==> config.mk <==
export PLATFORM = sky130hd
export DESIGN_NAME = multicycle_ctrl_flat
export DESIGN_NICKNAME = d
export VERILOG_FILES = /design/src/rtl/multicycle_ctrl_if.sv /design/src/rtl/multicycle_ctrl.sv /design/src/flat_wrapper.sv
export SDC_FILE = /design/constraint.sdc
export NUM_CORES = 1
export LEC_CHECK = 0
export BUFFER_PORTS_ARGS = -buffer_cell sky130_fd_sc_hd__buf_4
export CAP_MARGIN = 20
export CORE_AREA = 8 8 109 111
export DETAILED_ROUTE_END_ITERATION = 12
export DIE_AREA = 0 0 117 119
export PLACE_DENSITY_LB_ADDON = 0.05
export SYNTH_ARGS = -nofsm -noshare
export SYNTH_HDL_FRONTEND = slang
export SYNTH_SLANG_ARGS = --single-unit
==> constraint.sdc <==
create_clock -name clk -period 3.05 [get_ports clk]
set_input_delay 0.61 -clock clk [delete_from_list [all_inputs] [get_ports clk]]
set_output_delay 0.61 -clock clk [all_outputs]
set_load 0.01 [all_outputs]
==> src/rtl/multicycle_ctrl_if.sv <==
// Control bundle between the multicycle controller and the MIPS-subset datapath.
// The datapath side is master: it supplies the instruction and the memory handshake.
interface multicycle_ctrl_if #(
   parameter int unsigned CNT_W = 32
);
   logic [31:0]      Instruction;
   logic             mem_ready;
   logic             pc_wr;
   logic             Branch;
   logic             Jump;
   logic             RegWr;
   logic             MemWr;
   logic             RegDst;
   logic             ALUSrc;
   logic             MemToReg;
   logic             Rtype;
   logic             Jal;
   logic             Rtype_J;
   logic             Rtype_L;
   logic             WrByte;
   logic [4:0]       ALUCtr;
   logic [1:0]       ExtOp;
   logic [1:0]       LoadByte;
   logic             illegal;
   logic [CNT_W-1:0] retired;
   logic [2:0]       state;

   modport master (
      output Instruction, mem_ready,
      input  pc_wr, Branch, Jump, RegWr, MemWr, RegDst, ALUSrc, MemToReg, Rtype, Jal,
             Rtype_J, Rtype_L, WrByte, ALUCtr, ExtOp, LoadByte, illegal, retired, state
   );

   modport slave (
      input  Instruction, mem_ready,
      output pc_wr, Branch, Jump, RegWr, MemWr, RegDst, ALUSrc, MemToReg, Rtype, Jal,
             Rtype_J, Rtype_L, WrByte, ALUCtr, ExtOp, LoadByte, illegal, retired, state
   );
endinterface

==> src/rtl/multicycle_ctrl.sv <==
// Multicycle MIPS-subset controller: IF/ID/EX/MEM/WB sequencer, instruction decode,
// state-gated strobes with a data-memory ready handshake, and a retired-instruction counter.
module multicycle_ctrl #(
   parameter int unsigned CNT_W    = 32,
   parameter bit          MEM_WAIT = 1'b1
) (
   input  logic              clk,
   input  logic              rst,
   multicycle_ctrl_if.slave  bus
);

   localparam int unsigned ALU_W = 5;
   localparam int unsigned ST_W  = 3;

   typedef enum logic [ST_W-1:0] {
      S_IF  = 3'd0,
      S_ID  = 3'd1,
      S_EX  = 3'd2,
      S_MEM = 3'd3,
      S_WB  = 3'd4
   } state_e;

   // Instruction class selects the state sequence after EX.
   typedef enum logic [2:0] {
      C_NOP   = 3'd0,
      C_ALU   = 3'd1,
      C_LOAD  = 3'd2,
      C_STORE = 3'd3,
      C_BR    = 3'd4,
      C_JUMP  = 3'd5,
      C_LINK  = 3'd6
   } cls_e;

   typedef struct packed {
      cls_e             cls;
      logic             reg_dst;
      logic             alu_src;
      logic             mem_to_reg;
      logic             rtype;
      logic             jal;
      logic             rtype_j;
      logic             rtype_l;
      logic             wr_byte;
      logic [ALU_W-1:0] alu_ctr;
      logic [1:0]       ext_op;
      logic [1:0]       load_byte;
   } dec_t;

   localparam logic [ALU_W-1:0] ALU_ADDU = 5'd0;
   localparam logic [ALU_W-1:0] ALU_ADD  = 5'd1;
   localparam logic [ALU_W-1:0] ALU_SUBU = 5'd2;
   localparam logic [ALU_W-1:0] ALU_SUB  = 5'd3;
   localparam logic [ALU_W-1:0] ALU_AND  = 5'd4;
   localparam logic [ALU_W-1:0] ALU_OR   = 5'd5;
   localparam logic [ALU_W-1:0] ALU_XOR  = 5'd6;
   localparam logic [ALU_W-1:0] ALU_NOR  = 5'd7;
   localparam logic [ALU_W-1:0] ALU_SLT  = 5'd8;
   localparam logic [ALU_W-1:0] ALU_SLTU = 5'd9;
   localparam logic [ALU_W-1:0] ALU_SLL  = 5'd10;
   localparam logic [ALU_W-1:0] ALU_SRL  = 5'd11;
   localparam logic [ALU_W-1:0] ALU_SRA  = 5'd12;
   localparam logic [ALU_W-1:0] ALU_LUI  = 5'd13;

   state_e           state_q, state_d;
   dec_t             dec_q, dec_d, dec_c;
   logic [CNT_W-1:0] retired_q, retired_d;
   logic             legal_c;
   logic             mem_rdy_c;
   logic             last_c;
   logic             pc_wr_c;
   logic [5:0]       op_c, fn_c;
   logic [4:0]       rt_c;
   logic             unused_instr_c;

   assign op_c           = bus.Instruction[31:26];
   assign fn_c           = bus.Instruction[5:0];
   assign rt_c           = bus.Instruction[20:16];
   assign unused_instr_c = ^{bus.Instruction[25:21], bus.Instruction[15:6]};
   assign mem_rdy_c      = MEM_WAIT ? bus.mem_ready : 1'b1;

   // Instruction decode; anything undecodable collapses to an all-zero NOP.
   always_comb begin
      dec_c   = '0;
      legal_c = 1'b1;
      case (op_c)
         6'h00: begin
            dec_c.cls     = C_ALU;
            dec_c.rtype   = 1'b1;
            dec_c.reg_dst = 1'b1;
            case (fn_c)
               6'h21:   dec_c.alu_ctr = ALU_ADDU;
               6'h20:   dec_c.alu_ctr = ALU_ADD;
               6'h23:   dec_c.alu_ctr = ALU_SUBU;
               6'h22:   dec_c.alu_ctr = ALU_SUB;
               6'h24:   dec_c.alu_ctr = ALU_AND;
               6'h25:   dec_c.alu_ctr = ALU_OR;
               6'h26:   dec_c.alu_ctr = ALU_XOR;
               6'h27:   dec_c.alu_ctr = ALU_NOR;
               6'h2A:   dec_c.alu_ctr = ALU_SLT;
               6'h2B:   dec_c.alu_ctr = ALU_SLTU;
               6'h00:   dec_c.alu_ctr = ALU_SLL;
               6'h02:   dec_c.alu_ctr = ALU_SRL;
               6'h03:   dec_c.alu_ctr = ALU_SRA;
               6'h08: begin
                  dec_c.cls     = C_JUMP;
                  dec_c.rtype_j = 1'b1;
               end
               6'h09: begin
                  dec_c.cls     = C_LINK;
                  dec_c.rtype_j = 1'b1;
                  dec_c.rtype_l = 1'b1;
               end
               default: legal_c = 1'b0;
            endcase
         end
         6'h01: begin
            dec_c.cls     = C_BR;
            dec_c.alu_ctr = ALU_SLT;
            dec_c.ext_op  = 2'b01;
            legal_c       = (rt_c == 5'd0) || (rt_c == 5'd1);
         end
         6'h02: dec_c.cls = C_JUMP;
         6'h03: begin
            dec_c.cls = C_LINK;
            dec_c.jal = 1'b1;
         end
         6'h04, 6'h05: begin
            dec_c.cls     = C_BR;
            dec_c.alu_ctr = ALU_SUBU;
            dec_c.ext_op  = 2'b01;
         end
         6'h08, 6'h09, 6'h0A, 6'h0B, 6'h0C, 6'h0D, 6'h0E, 6'h0F: begin
            dec_c.cls     = C_ALU;
            dec_c.alu_src = 1'b1;
            dec_c.ext_op  = 2'b01;
            case (op_c)
               6'h08:   dec_c.alu_ctr = ALU_ADD;
               6'h0A:   dec_c.alu_ctr = ALU_SLT;
               6'h0B:   dec_c.alu_ctr = ALU_SLTU;
               6'h0C: begin dec_c.alu_ctr = ALU_AND; dec_c.ext_op = 2'b00; end
               6'h0D: begin dec_c.alu_ctr = ALU_OR;  dec_c.ext_op = 2'b00; end
               6'h0E: begin dec_c.alu_ctr = ALU_XOR; dec_c.ext_op = 2'b00; end
               6'h0F: begin dec_c.alu_ctr = ALU_LUI; dec_c.ext_op = 2'b10; end
               default: dec_c.alu_ctr = ALU_ADDU;
            endcase
         end
         6'h20, 6'h23, 6'h24: begin
            dec_c.cls        = C_LOAD;
            dec_c.alu_src    = 1'b1;
            dec_c.ext_op     = 2'b01;
            dec_c.mem_to_reg = 1'b1;
            dec_c.load_byte  = (op_c == 6'h20) ? 2'b11 : (op_c == 6'h24) ? 2'b10 : 2'b00;
         end
         6'h28, 6'h2B: begin
            dec_c.cls     = C_STORE;
            dec_c.alu_src = 1'b1;
            dec_c.ext_op  = 2'b01;
            dec_c.wr_byte = (op_c == 6'h28);
         end
         default: legal_c = 1'b0;
      endcase
      if (!legal_c) dec_c = '0;
   end

   // Next state; decode registers load only on the ID->EX edge.
   always_comb begin
      state_d = state_q;
      dec_d   = dec_q;
      case (state_q)
         S_IF: state_d = S_ID;
         S_ID: begin
            state_d = S_EX;
            dec_d   = dec_c;
         end
         S_EX: begin
            case (dec_q.cls)
               C_ALU, C_LINK:   state_d = S_WB;
               C_LOAD, C_STORE: state_d = S_MEM;
               default:         state_d = S_IF;
            endcase
         end
         S_MEM: if (mem_rdy_c) state_d = (dec_q.cls == C_LOAD) ? S_WB : S_IF;
         S_WB:  state_d = S_IF;
         default: state_d = S_IF;
      endcase
   end

   // Final state of each sequence carries the PC update.
   always_comb begin
      last_c = 1'b0;
      case (state_q)
         S_EX:    last_c = dec_q.cls inside {C_NOP, C_BR, C_JUMP};
         S_MEM:   last_c = (dec_q.cls == C_STORE) && mem_rdy_c;
         S_WB:    last_c = 1'b1;
         default: last_c = 1'b0;
      endcase
   end

   assign pc_wr_c   = last_c && !rst;
   assign retired_d = retired_q + CNT_W'(pc_wr_c);

   always_ff @(posedge clk) begin
      if (rst) begin
         state_q   <= S_IF;
         dec_q     <= '0;
         retired_q <= '0;
      end else begin
         state_q   <= state_d;
         dec_q     <= dec_d;
         retired_q <= retired_d;
      end
   end

   // Strobes follow the same-cycle handshake and reset, so they are combinational.
   assign bus.pc_wr    = pc_wr_c;
   assign bus.Branch   = pc_wr_c && (dec_q.cls == C_BR);
   assign bus.Jump     = pc_wr_c && (dec_q.cls inside {C_JUMP, C_LINK});
   assign bus.RegWr    = (state_q == S_WB) && !rst;
   assign bus.MemWr    = (state_q == S_MEM) && (dec_q.cls == C_STORE) && mem_rdy_c && !rst;
   assign bus.illegal  = (state_q == S_ID) && !legal_c && !rst;

   assign bus.RegDst   = dec_q.reg_dst;
   assign bus.ALUSrc   = dec_q.alu_src;
   assign bus.MemToReg = dec_q.mem_to_reg;
   assign bus.Rtype    = dec_q.rtype;
   assign bus.Jal      = dec_q.jal;
   assign bus.Rtype_J  = dec_q.rtype_j;
   assign bus.Rtype_L  = dec_q.rtype_l;
   assign bus.WrByte   = dec_q.wr_byte;
   assign bus.ALUCtr   = dec_q.alu_ctr;
   assign bus.ExtOp    = dec_q.ext_op;
   assign bus.LoadByte = dec_q.load_byte;
   assign bus.retired  = retired_q;
   assign bus.state    = state_q;

endmodule

==> src/flat_wrapper.sv <==
// flat-port wrapper written by rule: the top's interface ports become plain ports
module multicycle_ctrl_flat 
#(
   parameter int unsigned CNT_W    = 32,
   parameter bit          MEM_WAIT = 1'b1
)
  (clk, rst, bus_Instruction, bus_mem_ready, bus_pc_wr, bus_Branch, bus_Jump, bus_RegWr, bus_MemWr, bus_RegDst, bus_ALUSrc, bus_MemToReg, bus_Rtype, bus_Jal, bus_Rtype_J, bus_Rtype_L, bus_WrByte, bus_ALUCtr, bus_ExtOp, bus_LoadByte, bus_illegal, bus_retired, bus_state);
  multicycle_ctrl_if #(.CNT_W(CNT_W)) bus_i ();
  input  logic clk;
  input  logic rst;
  input wire logic [$bits(bus_i.Instruction)-1:0] bus_Instruction;
  input wire logic [$bits(bus_i.mem_ready)-1:0] bus_mem_ready;
  output wire logic [$bits(bus_i.pc_wr)-1:0] bus_pc_wr;
  output wire logic [$bits(bus_i.Branch)-1:0] bus_Branch;
  output wire logic [$bits(bus_i.Jump)-1:0] bus_Jump;
  output wire logic [$bits(bus_i.RegWr)-1:0] bus_RegWr;
  output wire logic [$bits(bus_i.MemWr)-1:0] bus_MemWr;
  output wire logic [$bits(bus_i.RegDst)-1:0] bus_RegDst;
  output wire logic [$bits(bus_i.ALUSrc)-1:0] bus_ALUSrc;
  output wire logic [$bits(bus_i.MemToReg)-1:0] bus_MemToReg;
  output wire logic [$bits(bus_i.Rtype)-1:0] bus_Rtype;
  output wire logic [$bits(bus_i.Jal)-1:0] bus_Jal;
  output wire logic [$bits(bus_i.Rtype_J)-1:0] bus_Rtype_J;
  output wire logic [$bits(bus_i.Rtype_L)-1:0] bus_Rtype_L;
  output wire logic [$bits(bus_i.WrByte)-1:0] bus_WrByte;
  output wire logic [$bits(bus_i.ALUCtr)-1:0] bus_ALUCtr;
  output wire logic [$bits(bus_i.ExtOp)-1:0] bus_ExtOp;
  output wire logic [$bits(bus_i.LoadByte)-1:0] bus_LoadByte;
  output wire logic [$bits(bus_i.illegal)-1:0] bus_illegal;
  output wire logic [$bits(bus_i.retired)-1:0] bus_retired;
  output wire logic [$bits(bus_i.state)-1:0] bus_state;
  assign bus_i.Instruction = bus_Instruction;
  assign bus_i.mem_ready = bus_mem_ready;
  assign bus_pc_wr = bus_i.pc_wr;
  assign bus_Branch = bus_i.Branch;
  assign bus_Jump = bus_i.Jump;
  assign bus_RegWr = bus_i.RegWr;
  assign bus_MemWr = bus_i.MemWr;
  assign bus_RegDst = bus_i.RegDst;
  assign bus_ALUSrc = bus_i.ALUSrc;
  assign bus_MemToReg = bus_i.MemToReg;
  assign bus_Rtype = bus_i.Rtype;
  assign bus_Jal = bus_i.Jal;
  assign bus_Rtype_J = bus_i.Rtype_J;
  assign bus_Rtype_L = bus_i.Rtype_L;
  assign bus_WrByte = bus_i.WrByte;
  assign bus_ALUCtr = bus_i.ALUCtr;
  assign bus_ExtOp = bus_i.ExtOp;
  assign bus_LoadByte = bus_i.LoadByte;
  assign bus_illegal = bus_i.illegal;
  assign bus_retired = bus_i.retired;
  assign bus_state = bus_i.state;
  multicycle_ctrl #(.CNT_W(CNT_W), .MEM_WAIT(MEM_WAIT)) u_core (.clk(clk), .rst(rst), .bus(bus_i));
endmodule
==> flow_summary.toml <==
[status]
status = "finished, final reports clean"

[cells_and_area]
finalNetCount = 461
seq_area_sq_mm = 0.00106
drive_above_1_share_pct = 24.2
stdcell_area_sq_mm = 0.00369
antenna_cells = 0
fillerInstances = 1113
area_delta_synth_final_pct = 25.3
final_util_pct = 36.5
multi_input_area_sq_mm = 0.00168

[clock_tree]
root_buffer = "clkbuf_8"
ctsHoldBuffers = 0
cts_resized = 0
cts.sinks = 53
cts_made_buffers = 5
htreeDepth = 2
cts_setup_buffers = 0
clk_pin_slew_ns = 0.11
cts_buffer_depth = 2
cts_tree = "yes"
insertion_delay_ns = 0.31

[synthesis]
synth_cell_types = 56
synth.net_count = 407
synth_top_flop_cell = "dfxtp_1"
synth-seq-cells = 53
syn-cell-area_sq_mm = 0.00294
synth-edff-count = 0
syn_avg_cell_area_sq_um = 7.95
yosysSeqAreaShare_pct = 36.1
synthCells = 370
ys_warn_count = 0
synth_async_sr_flop_share_pct = 0

[route]
drc = 0
wl_per_cell_um = 14.7
drt_first_pass_iters = 4
finalWirelength_um = 8230
dr_total_vias = 2734
drt_iter0_markers = 150
routed_via_density = 4.87
ant_nets = 0

[run]
cap_violations = 0

[setup_path]
cp_max_fo = 17
crit_path_end = "bus_illegal"
cp-end-kind = "primary output"
critPathLaunchType = "input port"
criticalPathCategory = "in -> out"
rr_worst_depth = 10
timing.rr.start = "u_core.dec_q[18]"
rrSetupSlack_ns = 0.45
setup.worst_path.start = "bus_Instruction[29]"
crit-reg2reg-capture = "u_core.bus.retired[25]"
required_ns = 2.44
critical_path_arrival_ns = 2.08

[grt]
grt_pass1_wl_um = 13800
grt_antenna_before_repair = 0
grt_max_degree = 47
grt_pass1_vias = 2642
gr-total-overflow = 0
grt_usage_pct = 11.9

[sta]
finalSetupViolations = 0
fin_crit_ns = 2.69
drv_slew = 0
final-hold-violation-count = 0
clock.fmax_mhz = 372
tns_ns = 0
fin_hold_ws_ns = 0.470
tightest_slew_ns = 0.686
fin_crit_sh_pct = 88.1
max_slew_margin_pct = 54.0
fin_skew_ns = 0.00755
grt_setup_unrepaired = "no"

[worst_hold_path]
hold_class = "reg -> reg"

[place]
port-buffer-count = 75
hpwl_um = 6050
place_congestion = 0.810
post_dp_cell_area_sq_mm = 0.00355

[floorplanning]
design.die.area_sq_mm = 0.0139
die_y_um = 119
io_pins = 93
std_cell_rows = 37
core_area_sq_mm = 0.0101
start_util_pct = 29.1
die_w_um = 117

[pwr]
power_leakage_nw = 1.35
ir_drop_uv = 199
powerDensity_mw_per_mm2 = 392
-- worst min-delay path by stage --
stage | endpoint | startpoint | depth (start not counted)
floorplan | u_core.bus.ALUCtr[1] | u_core.bus.ALUCtr[1] | 2
global placement | u_core.bus.Rtype_J | u_core.bus.Rtype_J | 2
detailed placement | u_core.bus.ALUCtr[3] | u_core.bus.ALUCtr[3] | 2
CTS | u_core.bus.ALUCtr[1] | u_core.bus.ALUCtr[1] | 2
global route | u_core.bus.ALUCtr[3] | u_core.bus.ALUCtr[3] | 2
finish | u_core.bus.ALUCtr[3] | u_core.bus.ALUCtr[3] | 2
-- power breakdown --
part           total (mW)  switching [mW]  internal (mW)
Clock               0.586           0.256          0.331
Sequential          0.707         0.00897          0.698
Combinational       0.152          0.0944         0.0576
-- synth_stat cells, types with 3 or more instances --
master,n,area share (%)
clkbuf_1,19,2.4
xnor2_1,25,7.4
a31oi_1,4,0.85
nor4_1,14,3.0
and3_1,7,1.5
nand2b_1,3,0.64
dfxtp_1,53,36
nand3b_1,5,1.3
nor3_1,17,2.9
o31ai_1,3,0.77
or3_1,3,0.64
buf_4,10,2.6
nand4_1,9,1.9
nor2_1,54,6.9
inv_1,10,1.3
nand3_1,10,1.7
a21oi_1,17,2.9
xor2_1,6,1.8
o21ai_0,14,2.4
and2_1,4,0.85
nor2b_1,8,1.7
nor3_2,3,1.0
nand2_1,25,3.2
a22oi_1,4,1.0
-- final cells by class --
type / count / share of cell area [%]
well taps: 136 / 4.62
clock inverters: 3 / 1.87
repair buffers: 80 / 16.3
clock buffers: 5 / 1.87
multi-input cells: 274 / 45.6
flip-flops and latches: 53 / 28.8
inverters: 10 / 1.02
-- logic make-up after synthesis --
kind of cell | synth area share, %
AOI/OAI and AO/OA | 13.7
adders and majority gates | 0.851
buffers and inverters | 6.85
muxes | 1.11
other | 0.127
and+or+nand+nor | 32.1
xor gates and xnor gates | 9.23
DFF | 36.1
-- worst max-delay path, cell delays in order --
cell       delay (ns)
buf_4            0.17
nor4_2           0.37
nand3b_1         0.26
a2111oi_4        0.38
nor4_1           0.12
buf_4            0.16
-- through the flow --
| stage | setup slack [ns] | instances | total power [mW] |
|---|---|---|---|
| floorplan | 0.156 | 370 | 0.819 |
| global placement | 0.322 | 553 | 0.876 |
| detailed placement | 0.312 | 553 | 0.876 |
| CTS | 0.353 | 561 | 1.47 |
| global route | 0.191 | 561 | 1.52 |
| finish | 0.364 | 561 | 1.45 |
-- layer usage --
metal	share of wire (%)	track usage [%]
met5	0	0
met4	0.66	2.64
met3	5.8	2.78
met2	41	16.7
met1	53	17.8
-- flip-flops by register name, indices dropped and copies added, names as in the netlist, 2 cells and up --
signal	cells
u_core.bus.ALUCtr	4
u_core.bus.ExtOp	2
u_core.bus.LoadByte	2
u_core.bus.retired	32
u_core.bus.state	3
u_core.dec_q	3
-- cell usage in the layout (no fill, tap or decap), types with 10 or more instances in the layout --
cell type / count
buf_4: 80
nor2_1: 54
dfxtp_1: 53
nand2_1: 25
xnor2_1: 25
a21oi_1: 17
nor3_1: 17
o21ai_0: 14
nor4_1: 14
inv_1: 10
nand3_1: 10
Power figures use the tool's default switching activity.
